<file path="config.mk">
export PLATFORM = sky130hd
export DESIGN_NAME = clock_enable_generator
export DESIGN_NICKNAME = d
export VERILOG_FILES = /design/src/rtl/clock_enable_generator.sv
export SDC_FILE = /design/constraint.sdc
export NUM_CORES = 1
export LEC_CHECK = 0
export ABC_CLOCK_PERIOD_IN_PS = 22000
export BUFFER_PORTS_ARGS = -buffer_cell sky130_fd_sc_hd__buf_4
export CAP_MARGIN = 0
export CORE_UTILIZATION = 60
export CTS_CLUSTER_DIAMETER = 30
export DETAILED_ROUTE_END_ITERATION = 6
export PLACE_DENSITY = 0.77
export SYNTH_ARGS = -nofsm -noshare
export SYNTH_HDL_FRONTEND = slang
export SYNTH_SLANG_ARGS = --single-unit
</file>
<file path="constraint.sdc">
create_clock -name clk -period 22 [get_ports clk]
set_clock_uncertainty 0.15 [all_clocks]
set_input_delay 3.3 -clock clk [delete_from_list [all_inputs] [get_ports clk]]
set_output_delay 3.3 -clock clk [all_outputs]
set_load 0.1 [all_outputs]
</file>
<file path="src/rtl/clock_enable_generator.sv">
// Multi-channel fractional clock-enable generator.
// Per-channel num/den phase accumulators gated by a PLL-lock qualifier.
module clock_enable_generator #(
  parameter int NUM_CH      = 4,
  parameter int CTR_W       = 16,
  parameter int LOCK_CYCLES = 1024
) (
  input  logic              clk,
  input  logic              reset,
  input  logic              pll_locked,
  input  logic              cfg_we,
  input  logic [3:0]        cfg_ch,
  input  logic [CTR_W-1:0]  cfg_num,
  input  logic [CTR_W-1:0]  cfg_den,
  input  logic              cfg_en,
  output logic              ready,
  output logic [NUM_CH-1:0] tick,
  output logic [NUM_CH-1:0] sq
);

  localparam int LW = $clog2(LOCK_CYCLES + 1);
  localparam logic [LW-1:0] LOCK_MAX = LW'(LOCK_CYCLES);

  logic [LW-1:0] lock_cnt;
  logic [LW-1:0] lock_nxt;
  logic          cfg_hit;

  assign lock_nxt = (lock_cnt == LOCK_MAX) ? lock_cnt
                                           : lock_cnt + LW'(1);
  assign cfg_hit  = cfg_we && (32'(cfg_ch) < NUM_CH);

  always_ff @(posedge clk or posedge reset) begin
    if (reset) begin
      lock_cnt <= '0;
      ready    <= 1'b0;
    end else if (!pll_locked) begin
      lock_cnt <= '0;
      ready    <= 1'b0;
    end else begin
      lock_cnt <= lock_nxt;
      ready    <= (lock_nxt == LOCK_MAX);
    end
  end

  for (genvar i = 0; i < NUM_CH; i++) begin : g_ch
    logic [CTR_W-1:0] num;
    logic [CTR_W-1:0] den;
    logic [CTR_W-1:0] acc;
    logic [CTR_W-1:0] n;
    logic [CTR_W:0]   sum;
    logic [CTR_W:0]   rem;
    logic             en;
    logic             t_q;
    logic             s_q;
    logic             wr;
    logic             act;

    assign wr  = cfg_hit && (cfg_ch == 4'(i));
    assign act = ready && en && (den != '0);
    // Clamp so the accumulator wraps at most once per edge.
    assign n   = (num < den) ? num : den;
    assign sum = {1'b0, acc} + {1'b0, n};
    assign rem = sum - {1'b0, den};

    always_ff @(posedge clk or posedge reset) begin
      if (reset) begin
        num <= '0;
        den <= '0;
        en  <= 1'b0;
        acc <= '0;
        t_q <= 1'b0;
        s_q <= 1'b0;
      end else if (wr) begin
        num <= cfg_num;
        den <= cfg_den;
        en  <= cfg_en;
        acc <= '0;
        t_q <= 1'b0;
        s_q <= 1'b0;
      end else if (!pll_locked) begin
        acc <= '0;
        t_q <= 1'b0;
        s_q <= 1'b0;
      end else if (act) begin
        if (sum >= {1'b0, den}) begin
          acc <= rem[CTR_W-1:0];
          t_q <= 1'b1;
          s_q <= ~s_q;
        end else begin
          acc <= sum[CTR_W-1:0];
          t_q <= 1'b0;
        end
      end else begin
        t_q <= 1'b0;
      end
    end

    assign tick[i] = t_q;
    assign sq[i]   = s_q;
  end

endmodule

</file>
==> run_results.csv, run 1 <==
group,metric,value,unit
sta,finalHoldViolCount,0,
route,dr.pass1.iters,5,
synthesis,synth_area_leader_cell,"dfrtp_1",
synthesis,ys_ff_latch,216,
route,ant_nets,0,
synthesis,syn_inst,1815,
route,route.detailed.drc,0,
route,vias,14100,
synthesis,async_flop_share,1.00,
pwr,power,2.67,mW
sta,fin_crit_sh,0.363,
sta,tns,0,ns
clock_network,htreeDepth,2,
route,wl_per_cell,19.8,um
synthesis,synth.area.top_cells,"dfrtp_1 32%, ha_1 14%, mux2_2 6.8%",
setup_path,cp.arrival,8.25,ns
pwr,power-per-cell-area,136,mW/mm2
setup_path,cp-start-kind,"register",
synthesis,yosysMostFrequentCell,"dfrtp_1",
setup_path,path_class,"register to register",
clock_network,cts.clk_slew.worst_paths,0.04,ns
worst_hold_path,min_path_type,"register to register",
sta,maxSlewViolCount,0,
route,vias_per_cell,6.16,
synthesis,synth_top_area_frac,0.317,
synthesis,synth_area_per_cell,9.40,um2
sta,max_freq,125,MHz
global_route,grt_pass1_vias,14600,
sta,finalSetupViolCount,0,
pwr,peakVddDrop,0.0775,mV
layout,postLayoutCellArea,0.0196,mm2
setup_path,worst-path-max-fanout,19,
global_route,grt_pass1_wl,73300,um
die,coreArea,0.0279,mm2
clock_network,cts-root-buf,"clkbuf_16",
setup_path,endpoint_kind,"register",
setup_path,required,22.27,ns
sta,rsz0062_at_grt,"false",
die,die-area,0.0291,mm2
layout,area_growth,14.9,%
clock_network,cts-resized-gates,0,
setup_path,cpMaxStageDelayCell,"o21a_1",
layout,drive_gt1_frac,0.157,
flow_run,drv_cap,0,
die,die_width,171,um
clock_network,cts_setup_buffers,0,
layout,n_antenna_cell,0,
clock_network,cts_tree,"done",
clock_network,clock_latency,0.57,ns
synthesis,ys_seq_area_frac,0.317,
clock_network,cts_buffers,54,
placement,io_buffers,49,
layout,fin_nets,2112,
synthesis,synth-edff-count,0,
synthesis,ys.flop_type,"dfrtp_1",
global_route,grt_max_degree,138,
placement,placed_cell_area,0.0177,mm2
die,row_count,61,
clock_network,cts_buffer_depth,3,
synthesis,yosys_warnings,0,
clock_network,clock_sinks,216,
synthesis,synth_area,0.0171,mm2
run_status,status,"complete, no violations",
sta,fin_crit,7.98,ns
synthesis,synth_nets,2054,
clock_network,hold_buffers,0,
synthesis,synth_cell_types,93,
pwr,power.leakage,9.50,nW
sta,worst_pin_slew,1.25,ns
sta,slew-limit-headroom,0.161,
layout,fillers,2052,
setup_path,cp_slowest_stage_delay,0.82,ns
die,initial_core_util,0.612,
global_route,globalRouteOverflowTotal,0,
global_route,grt_usage,0.321,
placement,gp_congestion,0.915,
route,drtIter0Drc,899,
global_route,antenna_found_initial,0,
die,die_h,171,um
synthesis,yosys-top-cells-count,"216 x dfrtp_1, 210 x nand2_1, 190 x ha_1",
placement,hpwl,31900,um
die,io_pins,50,
setup_path,crit_top_cell,"a21o_1",
route,drt-total-wl,45500,um
flip-flops by register name (all words and copies together), names as in the netlist:
signal and flops:
g_ch.num 64, ready 1, g_ch.den 64, g_ch.en 4, lock_cnt 11, g_ch.acc 64
g_ch.t_q 4, g_ch.s_q 4
routing by layer:
layer	share of wire	global-route usage	vias up
met2	0.48	0.550	456
met4	0.041	0.144	0
met5	0	0	-
met1	0.41	0.393	6874
li1	-	-	6680
met3	0.066	0.0592	139
cell families (layout without fill, tap and decap cells):
group,Yosys count,after routing,share of synthesized area
simple gates,487,487,0.135
compound gates,442,442,0.174
mux,204,204,0.131
fa+ha+maj,198,198,0.149
flops,216,216,0.317
buf+inv,167,270,0.0426
xor+xnor,101,101,0.0519
per-stage QoR:
| step | hold slack (ns) | worst slack [ns] | std cells | utilization |
|---|---|---|---|---|
| 3_5_place_dp | 0.337 | 14.20 | 2195 | 0.634 |
| 3_3_place_gp | 0.309 | 14.43 | 2195 | 0.634 |
| 2_1_floorplan | 0.296 | 12.64 | 1815 | - |
| 5_1_grt | 0.360 | 13.42 | 2296 | 0.704 |
| 6_report | 0.343 | 14.02 | 2296 | 0.704 |
| 4_1_cts | 0.347 | 14.07 | 2296 | 0.704 |
path summary, 6_finish.rpt:
path	depth (start not counted)	slack (ns)	startpoint	endpoint
min in group asynchronous	2	2.80	reset	g_ch[0].acc[1]
max in group asynchronous	3	17.27	reset	g_ch[3].acc[10]
min reg2reg	2	0.34	g_ch[1].acc[5]	g_ch[1].acc[5]
max reg2reg	28	14.02	g_ch[3].den[1]	g_ch[3].acc[13]
max	28	14.02	g_ch[3].den[1]	g_ch[3].acc[13]
min	2	0.34	g_ch[1].acc[5]	g_ch[1].acc[5]
power by group:
group	leakage (nW)	switching [mW]	internal (mW)
logic	5.77	0.730	0.580
clock network	0.944	0.278	0.564
registers	2.79	0.0586	0.455
total	9.50	1.07	1.60
cells in the final DEF, fill, tap and decap left out, types with 18 or more instances in the layout:
cell       netlist  routed
o21ai_0         89      89
nor4_1          21      21
mux2_1          47      47
nand4_1         18      18
nor3_1          24      23
a21oi_1         84      84
inv_1          107     106
o21ai_1         69      69
a21o_1          49      49
buf_4           13      58
xor2_1          27      27
mux2i_1         54      54
nor2b_1         23      23
nand2_1        210     210
nand3_1         26      26
dfrtp_1        216     216
xnor2_1         74      74
mux2_2         103     103
clkbuf_16        0      57
o21a_1          24      24
nor2_1          85      85
ha_1           190     190
nand2b_1        23      23
layout make-up:
type / count / area, um2 / share of cell area
multi-input cells: 1432 / 10900 / 0.558
flip-flops and latches: 216 / 5410 / 0.276
clock buffers: 64 / 1500 / 0.0767
well taps: 378 / 473 / 0.0241
repair buffers: 58 / 435 / 0.0222
clock inverters: 37 / 432 / 0.0220
inverters: 111 / 424 / 0.0216
worst max-delay path, delay by kind of cell, from the launching register on:
kind	cells	cell delay, ns
flip-flops	1	0.44
adder cells (fa/ha/maj)	3	0.89
AO/OA/AOI/OAI	17	4.87
multiplexers	2	0.54
AND/OR/NAND/NOR	4	0.76
buffers and inverters	2	0.16
Power figures use the tool's default switching activity.
==> run 2, diff against run 1 <==
Settings changed: ABC_AREA from default to 1, ABC_CLOCK_PERIOD_IN_PS 22000 to 7600.
Clock period 22 ns to 7.6 ns, I/O delays scaled along.
==> run 2 against run 1 <==
  * Routed wire length increased by 21%
  * Combinational power increased to 3.0 times the previous value
  * First-iteration DRC count up 81%
  * Sequential cell count stayed put
  * Core utilization shrank 0.70 points
==> run_results.csv, run 2 <==
group,metric,value,unit
run_status,status,"complete, no violations",
synthesis,synth_top_area_frac,0.295,
pwr,power,7.77,mW
clock_network,cts-root-buf,"clkbuf_16",
layout,seq_area,0.00541,mm2
clock_network,cts_buffer_depth,3,
route,ant_nets,0,
synthesis,synth-edff-count,0,
clock_network,cts_buffers,52,
setup_path,worst-path-max-fanout,20,
worst_hold_path,min_path_type,"register to register",
route,vias_per_cell,5.80,
clock_network,cts.clk_slew.worst_paths,0.05,ns
clock_network,cts-resized-gates,0,
placement,io_buffers,49,
setup_path,cp_slowest_stage_delay,0.46,ns
pwr,peakVddDrop,0.250,mV
clock_network,htreeDepth,2,
synthesis,synth_cell_types,43,
setup_path,crit_buf_inv,3,
synthesis,synth_area_per_cell,6.88,um2
sta,worst_pin_slew,1.20,ns
sta,slew-limit-headroom,0.196,
sta,rsz0062_at_grt,"false",
route,drt-total-wl,55100,um
layout,fillers,2549,
synthesis,async_flop_share,1.00,
sta,finalHoldViolCount,0,
layout,drive_gt1_frac,0.0747,
route,route.detailed.drc,0,
setup_path,crit_top_cell,"nand2_1",
sta,fin_hold_ws,0.360,ns
sta,tns,0,ns
setup_path,cpMaxStageDelayCell,"nand2_1",
sta,finalSetupViolCount,0,
synthesis,synth_nets,2899,
clock_network,cts_setup_buffers,0,
global_route,grt_pass1_wl,88700,um
synthesis,synth.area.top_cells,"dfrtp_1 30%, nand2_1 17%, ha_1 13%",
die,die_width,177,um
clock_network,hold_buffers,0,
placement,dp_slack,1.70,ns
sta,fin_crit_sh,0.793,
global_route,antenna_found_initial,0,
die,coreArea,0.0298,mm2
clock_network,clock_sinks,216,
sta,layout_setup_ws,1.57,ns
layout,n_antenna_cell,0,
sta,max_freq,166,MHz
layout,fin_nets,2940,
placement,hpwl,41500,um
setup_path,path_class,"register to register",
synthesis,ys_ff_latch,216,
synthesis,ys.flop_type,"dfrtp_1",
sta,fin_crit,6.03,ns
setup_path,cp.arrival,6.35,ns
flow_run,drv_cap,0,
setup_path,crit_family,"simple AND/OR/NAND/NOR gates",
layout,layout_commonest_cell,"nand2_1",
die,die-area,0.0312,mm2
synthesis,synth_area_leader_cell,"dfrtp_1",
setup_path,required,7.93,ns
global_route,grt_pass1_vias,17500,
placement,gp_congestion,0.983,
setup_path,endpoint_kind,"register",
synthesis,yosys_warnings,0,
route,drtIter0Drc,1628,
synthesis,synth_area,0.0183,mm2
synthesis,syn_inst,2660,
synthesis,ys_seq_area_frac,0.295,
synthesis,yosys-top-cells-count,"816 x nand2_1, 321 x nand3_1, 301 x inv_1",
route,wl_per_cell,17.6,um
die,die_h,177,um
sta,maxSlewViolCount,0,
layout,multiInputGateArea,0.0114,mm2
die,io_pins,50,
layout,layout_common_cells,"815 x nand2_1, 319 x nand3_1, 300 x inv_1, 216 x dfrtp_1, 190 x ha_1",
global_route,globalRouteOverflowTotal,0,
setup_path,cp-start-kind,"register",
layout,reg_top3,"g_ch.acc (64), g_ch.den (64), g_ch.num (64)",
pwr,power.leakage,11.4,nW
global_route,grt_usage,0.361,
layout,area_growth,13.4,%
global_route,grt_max_degree,81,
clock_network,clock_latency,0.61,ns
pwr,power-per-cell-area,374,mW/mm2
die,row_count,63,
route,dr.pass1.iters,6,
clock_network,cts_tree,"done",
die,initial_core_util,0.615,
route,vias,18200,
synthesis,yosysMostFrequentCell,"nand2_1",
[run 2: final cells by class]
type	instances	area share
clock inverters	41	0.0233
multi-input cells	2065	0.549
repair buffers	60	0.0217
clock buffers	57	0.0665
inverters	306	0.0557
flip-flops and latches	216	0.260
well taps	390	0.0235
[run 2: cell families after synthesis]
group | synth area share
compound gates | 0.107
xor+xnor | 0.0392
fa+ha+maj | 0.139
buf+inv | 0.0840
flops | 0.295
simple gates | 0.336
[run 2: worst reg2reg max path: cells and delay by family, from the launching register on]
family,cells,cell delay (ns)
XOR/XNOR,1,0.24
buffers and inverters,3,0.37
adder cells (fa/ha/maj),4,1.20
AND/OR/NAND/NOR,19,3.09
AO/OA/AOI/OAI,3,0.52
flip-flops,1,0.36
[run 2: routing by layer]
layer / share of wire / GRT usage / vias to the layer above / wire (um)
met4: 0.043 / 0.161 / 0 / 2390
met5: 0 / 0 / - / 0
met2: 0.44 / 0.568 / 698 / 24400
met1: 0.44 / 0.488 / 8451 / 24200
met3: 0.074 / 0.0586 / 139 / 4100
li1: - / - / 8882 / -
[run 2: final timing paths]
check,from,to,slack (ns),cells after the start
hold reg to reg,g_ch[1].acc[10],g_ch[1].acc[10],0.36,2
min in group asynchronous,reset,lock_cnt[9],0.49,2
max in group asynchronous,reset,g_ch[3].num[10],5.36,3
setup / recovery,g_ch[1].den[11],g_ch[1].acc[12],1.57,30
hold / removal,g_ch[1].acc[10],g_ch[1].acc[10],0.36,2
setup reg to reg,g_ch[1].den[11],g_ch[1].acc[12],1.57,30
[run 2: where the power goes]
part	internal [mW]	total [mW]	switching, mW
Clock	1.47	2.34	0.868
Sequential	1.30	1.45	0.151
Combinational	1.32	3.98	2.65
[run 2: per-stage QoR]
step / utilization / instances / area, um2
floorplan: - / 2660 / 18300
global placement: 0.634 / 3037 / 18900
detailed placement: 0.634 / 3037 / 18900
CTS: 0.697 / 3135 / 20800
global route: 0.697 / 3135 / 20800
finish: 0.697 / 3135 / 20800
==> run 3, diff against run 2 <==
Settings changed: ABC_CLOCK_PERIOD_IN_PS 7600 to 6100.
Clock period 7.6 ns to 6.1 ns, I/O delays scaled along.
==> run 3 against run 2 <==
  * Via count rose by 1.1%
  * Combinational power grew 25%
  * Setup slack worse by 1.1 ns
  * Sequential cell count did not move
  * First-iteration DRC count rose by 3.4%
  * Die area unchanged
  * Clock power rose by 29%
  * Global-route usage fell by 0.61 points
  * Worst hold slack worse by 0.050 ns
  * Largest power group unchanged
==> run_results.csv, run 3 (synthesized netlist as in run 2, its figures left out) <==
group,metric,value,unit
run_status,status,"complete, no violations",
clock_network,cts_setup_buffers,0,
layout,drive_gt1_frac,0.0787,
clock_network,htreeDepth,2,
setup_path,endpoint_kind,"register",
clock_network,cts_buffer_depth,3,
placement,dp_slack,0.494,ns
die,io_pins,50,
setup_path,cp-start-kind,"register",
global_route,grt_usage,0.355,
placement,io_buffers,49,
die,die_width,177,um
sta,max_freq,177,MHz
die,die_h,177,um
setup_path,cp_slowest_stage_delay,0.44,ns
sta,finalSetupViolCount,0,
layout,n_antenna_cell,0,
clock_network,clock_sinks,216,
global_route,grt_pass1_wl,87900,um
layout,postLayoutCellArea,0.0209,mm2
setup_path,worst-path-max-fanout,19,
die,die-area,0.0312,mm2
route,wl_met1,23800,um
die,initial_core_util,0.615,
layout,fin_nets,2949,
layout,seq_area,0.00541,mm2
sta,rsz0062_at_grt,"false",
placement,placedCellCount,3042,
pwr,power.leakage,11.5,nW
sta,fin_crit,5.65,ns
global_route,globalRouteOverflowTotal,0,
pwr,power-per-cell-area,470,mW/mm2
sta,fin_crit_sh,0.927,
sta,worst_pin_slew,1.25,ns
route,drtIter0Drc,1684,
global_route,antenna_found_initial,0,
global_route,grt_pass1_vias,17700,
sta,slew-limit-headroom,0.166,
sta,tns,0,ns
clock_network,cts_buffers,56,
route,route.detailed.drc,0,
route,vias_per_cell,5.83,
layout,multiInputGateArea,0.0114,mm2
route,ant_nets,0,
setup_path,path_class,"register to register",
setup_path,cpMaxStageDelayCell,"dfrtp_1",
layout,reg_top3,"g_ch.acc (64), g_ch.den (64), g_ch.num (64)",
route,drt-total-wl,54200,um
clock_network,cts_tree,"done",
clock_network,cts.clk_slew.worst_paths,0.05,ns
sta,fin_hold_ws,0.310,ns
route,vias,18400,
flow_run,drv_cap,0,
route,wl_per_cell,17.2,um
setup_path,required,6.47,ns
clock_network,hold_buffers,0,
pwr,power,9.82,mW
global_route,grt_max_degree,115,
clock_network,clock_latency,0.62,ns
sta,finalHoldViolCount,0,
layout,fin_cells,3148,
layout,postLayoutCoreUtil,0.701,
clock_network,cts-root-buf,"clkbuf_16",
layout,layout_common_cells,"814 x nand2_1, 319 x nand3_1, 300 x inv_1, 216 x dfrtp_1, 190 x ha_1",
worst_hold_path,min_path_type,"input port to asynchronous set/reset pin",
setup_path,cp.arrival,6.02,ns
sta,maxSlewViolCount,0,
die,coreArea,0.0298,mm2
die,row_count,63,
layout,area_growth,14.1,%
route,met2WireLength,24800,um
layout,layout_commonest_cell,"nand2_1",
clock_network,cts-resized-gates,0,
placement,placed_cell_area,0.0189,mm2
pwr,peakVddDrop,0.464,mV
placement,gp_congestion,0.973,
placement,hpwl,40500,um
setup_path,crit_top_cell,"nand2_1",
route,top_layer,"met4",
layout,fillers,2515,
route,routed-wl-met3,3550,um
sta,layout_setup_ws,0.448,ns
route,dr.pass1.iters,6,
==> run 3: cell count changes in the layout (fill, tap and decap cells not counted), moves of 2 or more <==
cell,previous run,this run
clkbuf_1,0,2
inv_8,14,12
clkbuf_8,4,0
clkinvlp_4,4,9
inv_6,9,16
clkbuf_16,53,56
clkinv_4,5,3
buf_4,60,64
==> run 3: final timing paths <==
check / endpoint / slack [ns] / cells past startpoint / startpoint
hold reg to reg: g_ch[1].en / 0.33 / 2 / g_ch[1].en
setup reg to reg: g_ch[3].acc[5] / 0.45 / 33 / g_ch[3].den[1]
hold / removal: g_ch[0].num[3] / 0.31 / 2 / reset
max in group asynchronous: g_ch[0].t_q / 4.14 / 3 / reset
setup / recovery: g_ch[3].acc[5] / 0.45 / 33 / g_ch[3].den[1]
min in group clk: g_ch[1].en / 0.33 / 2 / g_ch[1].en
==> run 3: worst max-delay path, delay by kind of cell (launching register included) <==
family / cells / cell delay [ns]
and+or+nand+nor: 23 / 2.94
DFF: 1 / 0.44
adders and majority gates: 4 / 1.27
buffers and inverters: 3 / 0.30
AOI/OAI and AO/OA: 2 / 0.28
xor gates and xnor gates: 1 / 0.20
==> run 3: cell type report <==
class                   count  area share
well taps                 390      0.0234
repair buffers             65      0.0240
multi-input cells        2065       0.546
inverters                 306      0.0552
clock buffers              58      0.0675
clock inverters            48      0.0254
flip-flops and latches    216       0.259
==> run 3: metal layers <==
layer / GRT usage / vias to the layer above
li1: - / 8925
met2: 0.573 / 678
met3: 0.0412 / 126
met4: 0.150 / 0
met5: 0 / -
met1: 0.481 / 8638
==> run 3: report_power, final <==
| part | leakage, nW | total (mW) | switching (mW) | internal, mW |
|---|---|---|---|---|
| registers | 2.84 | 1.82 | 0.195 | 1.62 |
| logic | 7.71 | 4.98 | 3.30 | 1.68 |
| clock network | 0.929 | 3.01 | 1.16 | 1.86 |
